## src/rtl/adc_avg_filter_pkg.sv

```systemverilog
// rtl/adc_avg_filter_pkg.sv - shared constants and FSM state type for the ADC averaging filter
// Purpose : system-wide ADC constants shared with the ADC interface block,
//           plus the averaging FSM state encoding.
// Contents: ADC_DATA_W, ADC_FRAME_LEN, FRAME_CNT_W, avg_state_t.
package adc_avg_filter_pkg;

  // Width of the parallel ADC sample word.
  localparam int ADC_DATA_W    = 12;
  // clk_50M cycles per ADC conversion frame.
  localparam int ADC_FRAME_LEN = 34;
  // Frame counter width; sized for the largest legal frame length (63).
  localparam int FRAME_CNT_W   = 6;

  typedef enum logic {
    IDLE  = 1'b0,
    ACCUM = 1'b1
  } avg_state_t;

endpackage

```

## src/rtl/adc_avg_filter_if.sv

```systemverilog
// rtl/adc_avg_filter_if.sv - sample/result bundle between the ADC side and the averaging filter
// Purpose : groups the filter's data, control and result signals.
// Ports   : data_in, enable, clear_minmax   (into the filter)
//           avg_out, avg_valid, min_out, max_out, sample_tick (out of the filter)
// Modports: slave  - the filter itself
//           master - whoever feeds samples and consumes results
interface adc_avg_filter_if
  import adc_avg_filter_pkg::*;
#(
  parameter int DATA_W = ADC_DATA_W
);

  logic [DATA_W-1:0] data_in;
  logic              enable;
  logic              clear_minmax;
  logic [DATA_W-1:0] avg_out;
  logic              avg_valid;
  logic [DATA_W-1:0] min_out;
  logic [DATA_W-1:0] max_out;
  logic              sample_tick;

  modport slave (
    input  data_in,
    input  enable,
    input  clear_minmax,
    output avg_out,
    output avg_valid,
    output min_out,
    output max_out,
    output sample_tick
  );

  modport master (
    output data_in,
    output enable,
    output clear_minmax,
    input  avg_out,
    input  avg_valid,
    input  min_out,
    input  max_out,
    input  sample_tick
  );

endinterface

```

## src/rtl/adc_avg_filter_minmax_tracker.sv

```systemverilog
// rtl/adc_avg_filter_minmax_tracker.sv - running min/max of captured raw ADC samples
// Purpose : compare-and-replace min/max registers, updated only on capture.
// Ports   : clk_50M, reset (async, active-high)
//           data_in  - raw sample word
//           capture  - sample is taken this edge
//           clear    - restart tracking
//           min_out / max_out - registered extremes
module adc_minmax_tracker
  import adc_avg_filter_pkg::*;
#(
  parameter int DATA_W = ADC_DATA_W
) (
  input  logic              clk_50M,
  input  logic              reset,
  input  logic [DATA_W-1:0] data_in,
  input  logic              capture,
  input  logic              clear,
  output logic [DATA_W-1:0] min_out,
  output logic [DATA_W-1:0] max_out
);

  logic [DATA_W-1:0] min_q, min_d;
  logic [DATA_W-1:0] max_q, max_d;

  always_comb begin
    min_d = min_q;
    max_d = max_q;
    if (clear && capture) begin
      // Restart tracking seeded with the sample being taken right now.
      min_d = data_in;
      max_d = data_in;
    end else if (clear) begin
      // Empty set: min at the top of the range, max at the bottom.
      min_d = '1;
      max_d = '0;
    end else if (capture) begin
      if (data_in < min_q) min_d = data_in;
      if (data_in > max_q) max_d = data_in;
    end
  end

  always_ff @(posedge clk_50M or posedge reset) begin
    if (reset) begin
      min_q <= '1;
      max_q <= '0;
    end else begin
      min_q <= min_d;
      max_q <= max_d;
    end
  end

  assign min_out = min_q;
  assign max_out = max_q;

endmodule

```

## src/rtl/adc_avg_filter.sv

```systemverilog
// rtl/adc_avg_filter.sv - boxcar average and min/max of the once-per-frame ADC sample
// Purpose : free-running frame counter picks one capture edge per conversion
//           frame; 2^LOG2_N captured samples are summed and averaged, with a
//           one-cycle avg_valid strobe; raw min/max tracked alongside.
// Ports   : clk_50M - 50 MHz system clock
//           reset   - asynchronous, active-high
//           bus     - adc_avg_filter_if.slave (data_in, enable, clear_minmax,
//                     avg_out, avg_valid, min_out, max_out, sample_tick)
module adc_avg_filter
  import adc_avg_filter_pkg::*;
#(
  parameter int DATA_W       = ADC_DATA_W,
  parameter int FRAME_LEN    = ADC_FRAME_LEN,
  parameter int SAMPLE_PHASE = 0,
  parameter int LOG2_N       = 3
) (
  input  logic           clk_50M,
  input  logic           reset,
  adc_avg_filter_if.slave bus
);

  localparam int ACC_W = DATA_W + LOG2_N;
  // n value on which the Nth sample arrives (2^LOG2_N - 1).
  localparam logic [LOG2_N-1:0] N_LAST = '1;

  logic [FRAME_CNT_W-1:0] frame_cnt_q, frame_cnt_d;
  avg_state_t             state_q;
  logic [ACC_W-1:0]       acc_q;
  logic [LOG2_N-1:0]      n_q;
  logic [DATA_W-1:0]      avg_q;
  logic                   avg_valid_q;
  logic                   sample_tick_q;

  logic                   capture;
  logic [ACC_W-1:0]       acc_sum;

  // Frame counter ignores enable so the capture phase stays locked to the
  // ADC conversion frame regardless of filter activity.
  always_comb begin
    frame_cnt_d = frame_cnt_q + FRAME_CNT_W'(1);
    if (frame_cnt_q == FRAME_CNT_W'(FRAME_LEN - 1)) frame_cnt_d = '0;
  end

  assign capture = (frame_cnt_q == FRAME_CNT_W'(SAMPLE_PHASE)) && bus.enable;
  // ACC_W bits hold 2^LOG2_N full-scale samples, so this never wraps.
  assign acc_sum = acc_q + ACC_W'(bus.data_in);

  always_ff @(posedge clk_50M or posedge reset) begin
    if (reset) begin
      frame_cnt_q   <= '0;
      sample_tick_q <= 1'b0;
    end else begin
      frame_cnt_q   <= frame_cnt_d;
      sample_tick_q <= capture;
    end
  end

  // Averaging FSM with registered outputs.
  always_ff @(posedge clk_50M or posedge reset) begin
    if (reset) begin
      state_q     <= IDLE;
      acc_q       <= '0;
      n_q         <= '0;
      avg_q       <= '0;
      avg_valid_q <= 1'b0;
    end else begin
      avg_valid_q <= 1'b0;
      if (!bus.enable) begin
        // Any enable drop throws away the partial sum.
        state_q <= IDLE;
        acc_q   <= '0;
        n_q     <= '0;
      end else if (capture) begin
        case (state_q)
          IDLE: begin
            state_q <= ACCUM;
            acc_q   <= ACC_W'(bus.data_in);
            n_q     <= LOG2_N'(1);
          end
          ACCUM: begin
            if (n_q == N_LAST) begin
              // Upper DATA_W bits of the sum are the truncated mean.
              avg_q       <= acc_sum[ACC_W-1:LOG2_N];
              avg_valid_q <= 1'b1;
              acc_q       <= '0;
              n_q         <= '0;
            end else begin
              acc_q <= acc_sum;
              n_q   <= n_q + LOG2_N'(1);
            end
          end
          default: begin
            state_q <= IDLE;
            acc_q   <= '0;
            n_q     <= '0;
          end
        endcase
      end
    end
  end

  adc_minmax_tracker #(
    .DATA_W (DATA_W)
  ) u_minmax (
    .clk_50M (clk_50M),
    .reset   (reset),
    .data_in (bus.data_in),
    .capture (capture),
    .clear   (bus.clear_minmax),
    .min_out (bus.min_out),
    .max_out (bus.max_out)
  );

  assign bus.avg_out     = avg_q;
  assign bus.avg_valid   = avg_valid_q;
  assign bus.sample_tick = sample_tick_q;

endmodule

```

## src/flat_wrapper.sv

```systemverilog
// flat-port wrapper written by rule: the top's interface ports become plain ports
module adc_avg_filter_flat import adc_avg_filter_pkg::*;
#(
  parameter int DATA_W       = ADC_DATA_W,
  parameter int FRAME_LEN    = ADC_FRAME_LEN,
  parameter int SAMPLE_PHASE = 0,
  parameter int LOG2_N       = 3
)
  (clk_50M, reset, bus_data_in, bus_enable, bus_clear_minmax, bus_avg_out, bus_avg_valid, bus_min_out, bus_max_out, bus_sample_tick);
  adc_avg_filter_if #(.DATA_W(DATA_W)) bus_i ();
  input  logic clk_50M;
  input  logic reset;
  input wire logic [$bits(bus_i.data_in)-1:0] bus_data_in;
  input wire logic [$bits(bus_i.enable)-1:0] bus_enable;
  input wire logic [$bits(bus_i.clear_minmax)-1:0] bus_clear_minmax;
  output wire logic [$bits(bus_i.avg_out)-1:0] bus_avg_out;
  output wire logic [$bits(bus_i.avg_valid)-1:0] bus_avg_valid;
  output wire logic [$bits(bus_i.min_out)-1:0] bus_min_out;
  output wire logic [$bits(bus_i.max_out)-1:0] bus_max_out;
  output wire logic [$bits(bus_i.sample_tick)-1:0] bus_sample_tick;
  assign bus_i.data_in = bus_data_in;
  assign bus_i.enable = bus_enable;
  assign bus_i.clear_minmax = bus_clear_minmax;
  assign bus_avg_out = bus_i.avg_out;
  assign bus_avg_valid = bus_i.avg_valid;
  assign bus_min_out = bus_i.min_out;
  assign bus_max_out = bus_i.max_out;
  assign bus_sample_tick = bus_i.sample_tick;
  adc_avg_filter #(.DATA_W(DATA_W), .FRAME_LEN(FRAME_LEN), .SAMPLE_PHASE(SAMPLE_PHASE), .LOG2_N(LOG2_N)) u_core (.clk_50M(clk_50M), .reset(reset), .bus(bus_i));
endmodule
```

## config.mk

```make
export PLATFORM = sky130hd
export DESIGN_NAME = adc_avg_filter_flat
export DESIGN_NICKNAME = d
export VERILOG_FILES = /design/src/rtl/adc_avg_filter_pkg.sv /design/src/rtl/adc_avg_filter_if.sv /design/src/rtl/adc_avg_filter_minmax_tracker.sv /design/src/rtl/adc_avg_filter.sv /design/src/flat_wrapper.sv
export SDC_FILE = /design/constraint.sdc
export NUM_CORES = 1
export LEC_CHECK = 0
export CAP_MARGIN = 20
export CORE_AREA = 10 10 96 98
export DETAILED_ROUTE_END_ITERATION = 10
export DIE_AREA = 0 0 106 108
export HOLD_SLACK_MARGIN = 0.08
export PLACE_DENSITY = 0.77
export SYNTH_ARGS = -nofsm -noshare
export SYNTH_HDL_FRONTEND = slang
export SYNTH_HIERARCHICAL = 1
export SYNTH_SLANG_ARGS = --single-unit
```

## constraint.sdc

```tcl
create_clock -name clk_50M -period 2.75 [get_ports clk_50M]
set_input_delay 0.275 -clock clk_50M [delete_from_list [all_inputs] [get_ports clk_50M]]
set_output_delay 0.275 -clock clk_50M [all_outputs]
set_load 0.01 [all_outputs]
```

==> results of run 1 <==
[critical path, delay by kind of cell]
kind	cells	cell delay (ns)
AO/OA/AOI/OAI	6	1.48
buffers and inverters	2	0.63
adder cells (fa/ha/maj)	1	0.31
[state kept, by name (all words and copies together), names as in the netlist]
signal,flops
u_core/bus.avg_valid,1
u_core/u_minmax/min_out,12
u_core/u_minmax/max_out,12
u_core/n_q,3
u_core/bus.sample_tick,1
u_core/frame_cnt_q,6
u_core/bus.avg_out,12
u_core/acc_q,15
u_core/state_q,1
[final cells by class]
class / count / area [sq um] / area share
timing repair buffer: 72 / 673 / 0.138
sequential: 63 / 1590 / 0.325
clock buffer: 10 / 138 / 0.0281
inverter: 35 / 131 / 0.0268
multi-input combinational: 288 / 2120 / 0.434
clock inverter: 6 / 108 / 0.0220
tap: 102 / 128 / 0.0261
[worst max-delay path by stage]
stage                           from                          end  slack [ns]
3_5_place_dp          bus_data_in[0]             u_core/acc_q[14]     -0.0005
5_1_grt               bus_data_in[0]             u_core/acc_q[14]        0.18
6_report              bus_data_in[1]             u_core/acc_q[11]        0.29
2_1_floorplan  u_core/frame_cnt_q[2]  u_core/u_minmax/min_out[10]        0.59
4_1_cts               bus_data_in[0]             u_core/acc_q[14]        0.35
3_3_place_gp          bus_data_in[0]             u_core/acc_q[14]        0.04
[metrics by stage]
stage	setup slack, ns	hold WS (ns)	cells
4_1_cts	0.348	0.0855	576
5_1_grt	0.181	0.0994	576
3_5_place_dp	-0.000524	0.460	560
6_report	0.290	0.0976	576
2_1_floorplan	0.589	0.281	399
3_3_place_gp	0.0361	0.455	560
[synthesized netlist by cell type, types with 2 or more instances]
cell type  number
nand3_1         6
a21oi_1        24
buf_4           2
nand2b_1        6
xor2_1          5
nor2b_1        16
mux2_2          3
a22oi_1         7
o21a_1          6
nor3b_1         2
o31ai_1         4
ha_1           40
a21o_1          8
dfstp_2        12
nand4_1         6
a32o_1         12
a22o_1          2
o211a_1         2
and2_1          3
a211oi_1        4
a31oi_1         2
nor3_1          6
o21bai_1        2
nand2_1        40
xnor2_1         7
buf_2           5
dfrtp_1        51
o211ai_1        3
inv_1          35
a21boi_0        3
nand3b_1        3
clkbuf_1        3
nor2_1         11
o21ai_0        19
mux2i_1        12
buf_6           3
[cells by family after synthesis]
kind of cell    Yosys count  share of synthesized area
compound gates          110                      0.198
simple gates            110                      0.144
flops                    63                      0.405
buf+inv                  48                     0.0550
fa+ha+maj                41                      0.132
mux                      15                     0.0391
xor+xnor                 12                     0.0267
[power by group through the flow]
stage / Clock, mW / Sequential (mW) / Combinational (mW)
2_1_floorplan: 0 / 0.944 / 0.0920
3_3_place_gp: 0 / 0.944 / 0.166
3_5_place_dp: 0 / 0.944 / 0.171
4_1_cts: 1.02 / 0.927 / 0.172
5_1_grt: 1.05 / 0.927 / 0.188
6_report: 0.993 / 0.927 / 0.171
[metal layers]
metal  wire [microns]  part of all wire  up-vias  global-route usage
met5                0                 0        -                   0
met4              165             0.017        0              0.0725
met3              463             0.048       15              0.0345
met2             4940              0.51       81               0.302
met1             4070              0.42     1579               0.197
li1                 -                 -     1577                   -
==> flow_summary.toml, run 1 <==
[status]
status = "completed"

[synthesis]
synth_seq_cells = 63
synth_largest_area_cell = "dfrtp_1"
synth_fp_nets = 456
synth_cells = 399
async_flop_share = 1.00
synth_cell_types = 60
synth.cell_area_sq_um = 3930
syn_avg_cell_area_sq_um = 9.86
ys_seq_area_frac = 0.405
synth.top_cell.area_share = 0.325
yosys_most_used_dff = "dfrtp_1"
ys_warn_count = 6
yosys-top-cells-area = "dfrtp_1, ha_1, dfstp_2"
synth_edf_count = 0

[placed_design]
place_area_sq_um = 4650
io_buffers = 53
place.gp.congestion = 0.910
dpl.hpwl_microns = 7330

[route]
first_pass_iters = 4
drc = 0
wl_microns = 9640
drt_iter0_drc = 156
viasPerCell = 5.65
wl_per_cell_microns = 16.7
ant_nets = 0
vias = 3252

[finish]
final_common_cell = "clkdlybuf4s50_1"
area_delta_synth_final_pct = 24.4
filler_cell_count = 617
nets = 526
final_layout_size_suffix_gt1_frac = 0.120
final_util = 0.657
layout_common_cells = "clkdlybuf4s50_1, dfrtp_1, nand2_1, ha_1, inv_1"
diodes = 0
fin_area_sq_um = 4890

[job]
drv_cap = 0

[timing]
tns_ns = 0
grt_setup_unrepaired = "false"
fmax_mhz = 407
setup_violations = 0
slew-limit-headroom = 0.375
period_share = 0.894
slew_viol_final = 0
post-route-min-period_ns = 2.46
worst_slew_pin_slew_ns = 0.937
finalHoldViolations = 0
fin_worst_skew_ns = 0.00726

[clock_tree]
cts_tree = "done"
cts_setup_buffers = 0
cts.clk_slew.worst_paths_ns = 0.07
insertion_delay_ns = 0.34
cts-root-buf = "clkbuf_8"
cts_max_level = 3
cts_buffers = 9
cts_sinks = 63
holdBufCountCts = 0
cts_resized = 0
clk_path_buf_depth = 2

[floorplan]
fp.dieH_microns = 108
fp.dieW_microns = 106
io_pins = 54
core-area_sq_um = 7450
initial_utilization = 0.528
rows = 32
dieArea_sq_um = 11400

[power_and_ir_drop]
intPower_mw = 1.62
combPwrFrac = 0.082
pwr-share-clk = 0.475
fin_total_pwr_mw = 2.09
switching_share = 0.225
leakagePower_nw = 2.37
p_switching_mw = 0.472
p_per_area_nw_per_um2 = 427
peakVddDrop_uv = 289
p_seq_frac = 0.443

[setup_path]
r2r_cells = 9
critPathKind = "primary input to flop"
max_stage_delay_ns = 0.45
end_kind = "flop"
critical_path.startpoint_type = "primary input"
cp.arrival_ns = 2.70
critPathMaxFanout = 6
r2r-start = "u_core/acc_q[0]"
crit_path_top_delay_cell = "clkdlybuf4s50_1"
cp_cell_sequence = "clkdlybuf4s50_1 -> buf_4 -> ha_1 -> a211oi_1 -> o21bai_1 -> o21ai_1 -> a311oi_1 -> o21a_1 -> o31ai_1"
reg2reg_to = "u_core/acc_q[14]"
worstPathRequired_ns = 2.99
rrSetupSlack_ns = 0.43

[global_route]
gr-usage-all-layers = 0.171
grt_pass1_vias = 3332
grt_max_degree = 39
grt_pass1_wl_microns = 16000
grt.overflow.total = 0
antenna_found_initial = 0

[hold_path]
hold_class = "primary input to asynchronous set/reset pin"
No activity file was read; power rests on OpenSTA's default activity.
==> inputs of run 2 (changes only) <==
--- a/config.mk
+++ b/config.mk
@@ -6,11 +6,11 @@
 export NUM_CORES = 1
 export LEC_CHECK = 0
 export CAP_MARGIN = 20
-export CORE_AREA = 10 10 96 98
+export CORE_AREA = 10 10 92 94
 export DETAILED_ROUTE_END_ITERATION = 10
-export DIE_AREA = 0 0 106 108
+export DIE_AREA = 0 0 102 104
 export HOLD_SLACK_MARGIN = 0.08
-export PLACE_DENSITY = 0.77
+export PLACE_DENSITY = 0.83
 export SYNTH_ARGS = -nofsm -noshare
 export SYNTH_HDL_FRONTEND = slang
 export SYNTH_HIERARCHICAL = 1
==> constraint.sdc (replaced) <==
create_clock -name clk_50M -period 3.1 [get_ports clk_50M]
set_input_delay 0.31 -clock clk_50M [delete_from_list [all_inputs] [get_ports clk_50M]]
set_output_delay 0.31 -clock clk_50M [all_outputs]
set_load 0.01 [all_outputs]
==> run 2 against run 1 <==
Effect of this change:
- final cell count down 4.5%
- clock skew grew 0.0024 ns
- critical path type is now flop to flop
- largest power group unchanged
- setup slack improved by 0.23 ns
- combinational power decreased by 9%
==> flow_summary.toml, run 2 (synthesized netlist as in run 1, its figures left out) <==
[status]
status = "completed"

[floorplan]
initial_utilization = 0.589
core-area_sq_um = 6680
dieArea_sq_um = 10600
fp.dieH_microns = 104
rows = 30
io_pins = 54
fp.dieW_microns = 102

[route]
wl_met3_microns = 569
wl_met2_microns = 5130
wl_microns = 10000
first_pass_iters = 4
ant_nets = 0
vias = 3271
viasPerCell = 5.95
drt_iter0_drc = 180
wl_per_cell_microns = 18.3
top_layer = "met4"
routedLengthMet1_microns = 4140
drc = 0

[timing]
fin_worst_skew_ns = 0.00970
slew-limit-headroom = 0.443
setup_violations = 0
period_share = 0.831
finalHoldViolations = 0
slew_viol_final = 0
post-route-min-period_ns = 2.58
fmax_mhz = 388
tns_ns = 0
holdWs_ns = 0.187
worst_slew_pin_slew_ns = 0.835
grt_setup_unrepaired = "false"

[clock_tree]
cts_buffers = 9
cts_tree = "done"
holdBufCountCts = 0
cts_resized = 0
cts_sinks = 63
clk_path_buf_depth = 2
cts_setup_buffers = 0
cts_max_level = 3
cts.clk_slew.worst_paths_ns = 0.08
insertion_delay_ns = 0.35
cts-root-buf = "clkbuf_8"

[global_route]
antenna_found_initial = 0
grt.overflow.total = 0
grt_pass1_wl_microns = 16800
grt_pass1_vias = 3503
grt_max_degree = 25
gr-usage-all-layers = 0.196

[setup_path]
max_stage_delay_ns = 0.43
crit_family = "simple AND/OR/NAND/NOR gates"
end_kind = "flop"
crit_path_top_delay_cell = "dfrtp_1"
path_buf_inv = 2
critPathMaxFanout = 10
rrSetupSlack_ns = 0.52
r2r-start = "u_core/frame_cnt_q[0]"
worstPathRequired_ns = 3.38
cp.arrival_ns = 2.86
cp_cell_sequence = "inv_1 -> ha_1 -> and3b_1 -> and2_1 -> nand2b_1 -> a221oi_1 -> o22ai_1 -> a21oi_2 -> buf_4 -> mux2_2"
critPathKind = "flop to flop"
critical_path.startpoint_type = "flop"
r2r_cells = 10
reg2reg_to = "u_core/u_minmax/min_out[0]"

[finish]
final_common_cell = "clkdlybuf4s50_1"
largest_reg_flops = 15
stdcell_count = 550
diodes = 0
top_register = "u_core/acc_q"
area_delta_synth_final_pct = 23.5
final_util = 0.727
final_layout_size_suffix_gt1_frac = 0.113
layout_common_cells = "clkdlybuf4s50_1, dfrtp_1, nand2_1, ha_1, inv_1"
nets = 522

[power_and_ir_drop]
p_per_area_nw_per_um2 = 385
leakagePower_nw = 2.34
peakVddDrop_uv = 253

[hold_path]
hold_class = "primary input to asynchronous set/reset pin"

[placed_design]
place.gp.congestion = 0.879
dp.cells = 533
dpl.hpwl_microns = 7520
io_buffers = 53

[job]
drv_cap = 0
==> run 2: cell count changes in the layout (fill, tap and decap cells not counted) <==
cell,delta
clkinvlp_4,+2
buf_16,+1
buf_4,-5
clkinv_4,+1
clkinv_2,-2
clkbuf_8,-1
==> run 2: final cells by class <==
type,instances,area (sq um)
Clock inverter,7,121
Inverter,35,131
Tap cell,80,100
Multi-Input combinational cell,288,2120
Sequential cell,63,1590
Timing Repair Buffer,68,663
Clock buffer,9,124
Fill cell,496,1830
==> run 2: worst max path at each step <==
stage | startpoint | end | slack [ns] | depth (start not counted)
3_3_place_gp | bus_data_in[0] | u_core/acc_q[14] | 0.36 | 10
6_report | u_core/frame_cnt_q[0] | u_core/u_minmax/min_out[0] | 0.52 | 10
4_1_cts | u_core/frame_cnt_q[0] | u_core/u_minmax/min_out[0] | 0.56 | 10
3_5_place_dp | bus_data_in[0] | u_core/acc_q[14] | 0.29 | 10
5_1_grt | u_core/frame_cnt_q[3] | u_core/u_minmax/min_out[0] | 0.40 | 9
2_1_floorplan | u_core/frame_cnt_q[2] | u_core/u_minmax/min_out[10] | 0.94 | 10
==> run 2: where the power goes <==
group,switching (mW),internal [mW],leakage [nW]
clock network,0.356,0.535,0.112
logic,0.0930,0.0620,1.41
registers,0.0000400,0.822,0.821
==> run 2: per-stage QoR <==
step	area (sq um)	power, mW	setup slack, ns
floorplan	3930	0.919	0.939
CTS	4830	1.87	0.562
global placement	4580	0.980	0.364
global route	4860	1.93	0.403
detailed placement	4580	0.986	0.292
finish	4860	1.87	0.524
==> run 2: worst register-to-register path, stage by stage (launching register included) <==
cell and delay, ns:
dfrtp_1 0.43, inv_1 0.08, ha_1 0.17, and3b_1 0.38
and2_1 0.21, nand2b_1 0.07, a221oi_1 0.29, o22ai_1 0.17
a21oi_2 0.19, buf_4 0.19, mux2_2 0.34
==> run 2: routing by layer <==
| metal | global-route usage | vias up |
|---|---|---|
| met4 | 0.0736 | 0 |
| li1 | - | 1567 |
| met5 | 0 | - |
| met3 | 0.0372 | 19 |
| met2 | 0.348 | 90 |
| met1 | 0.222 | 1595 |
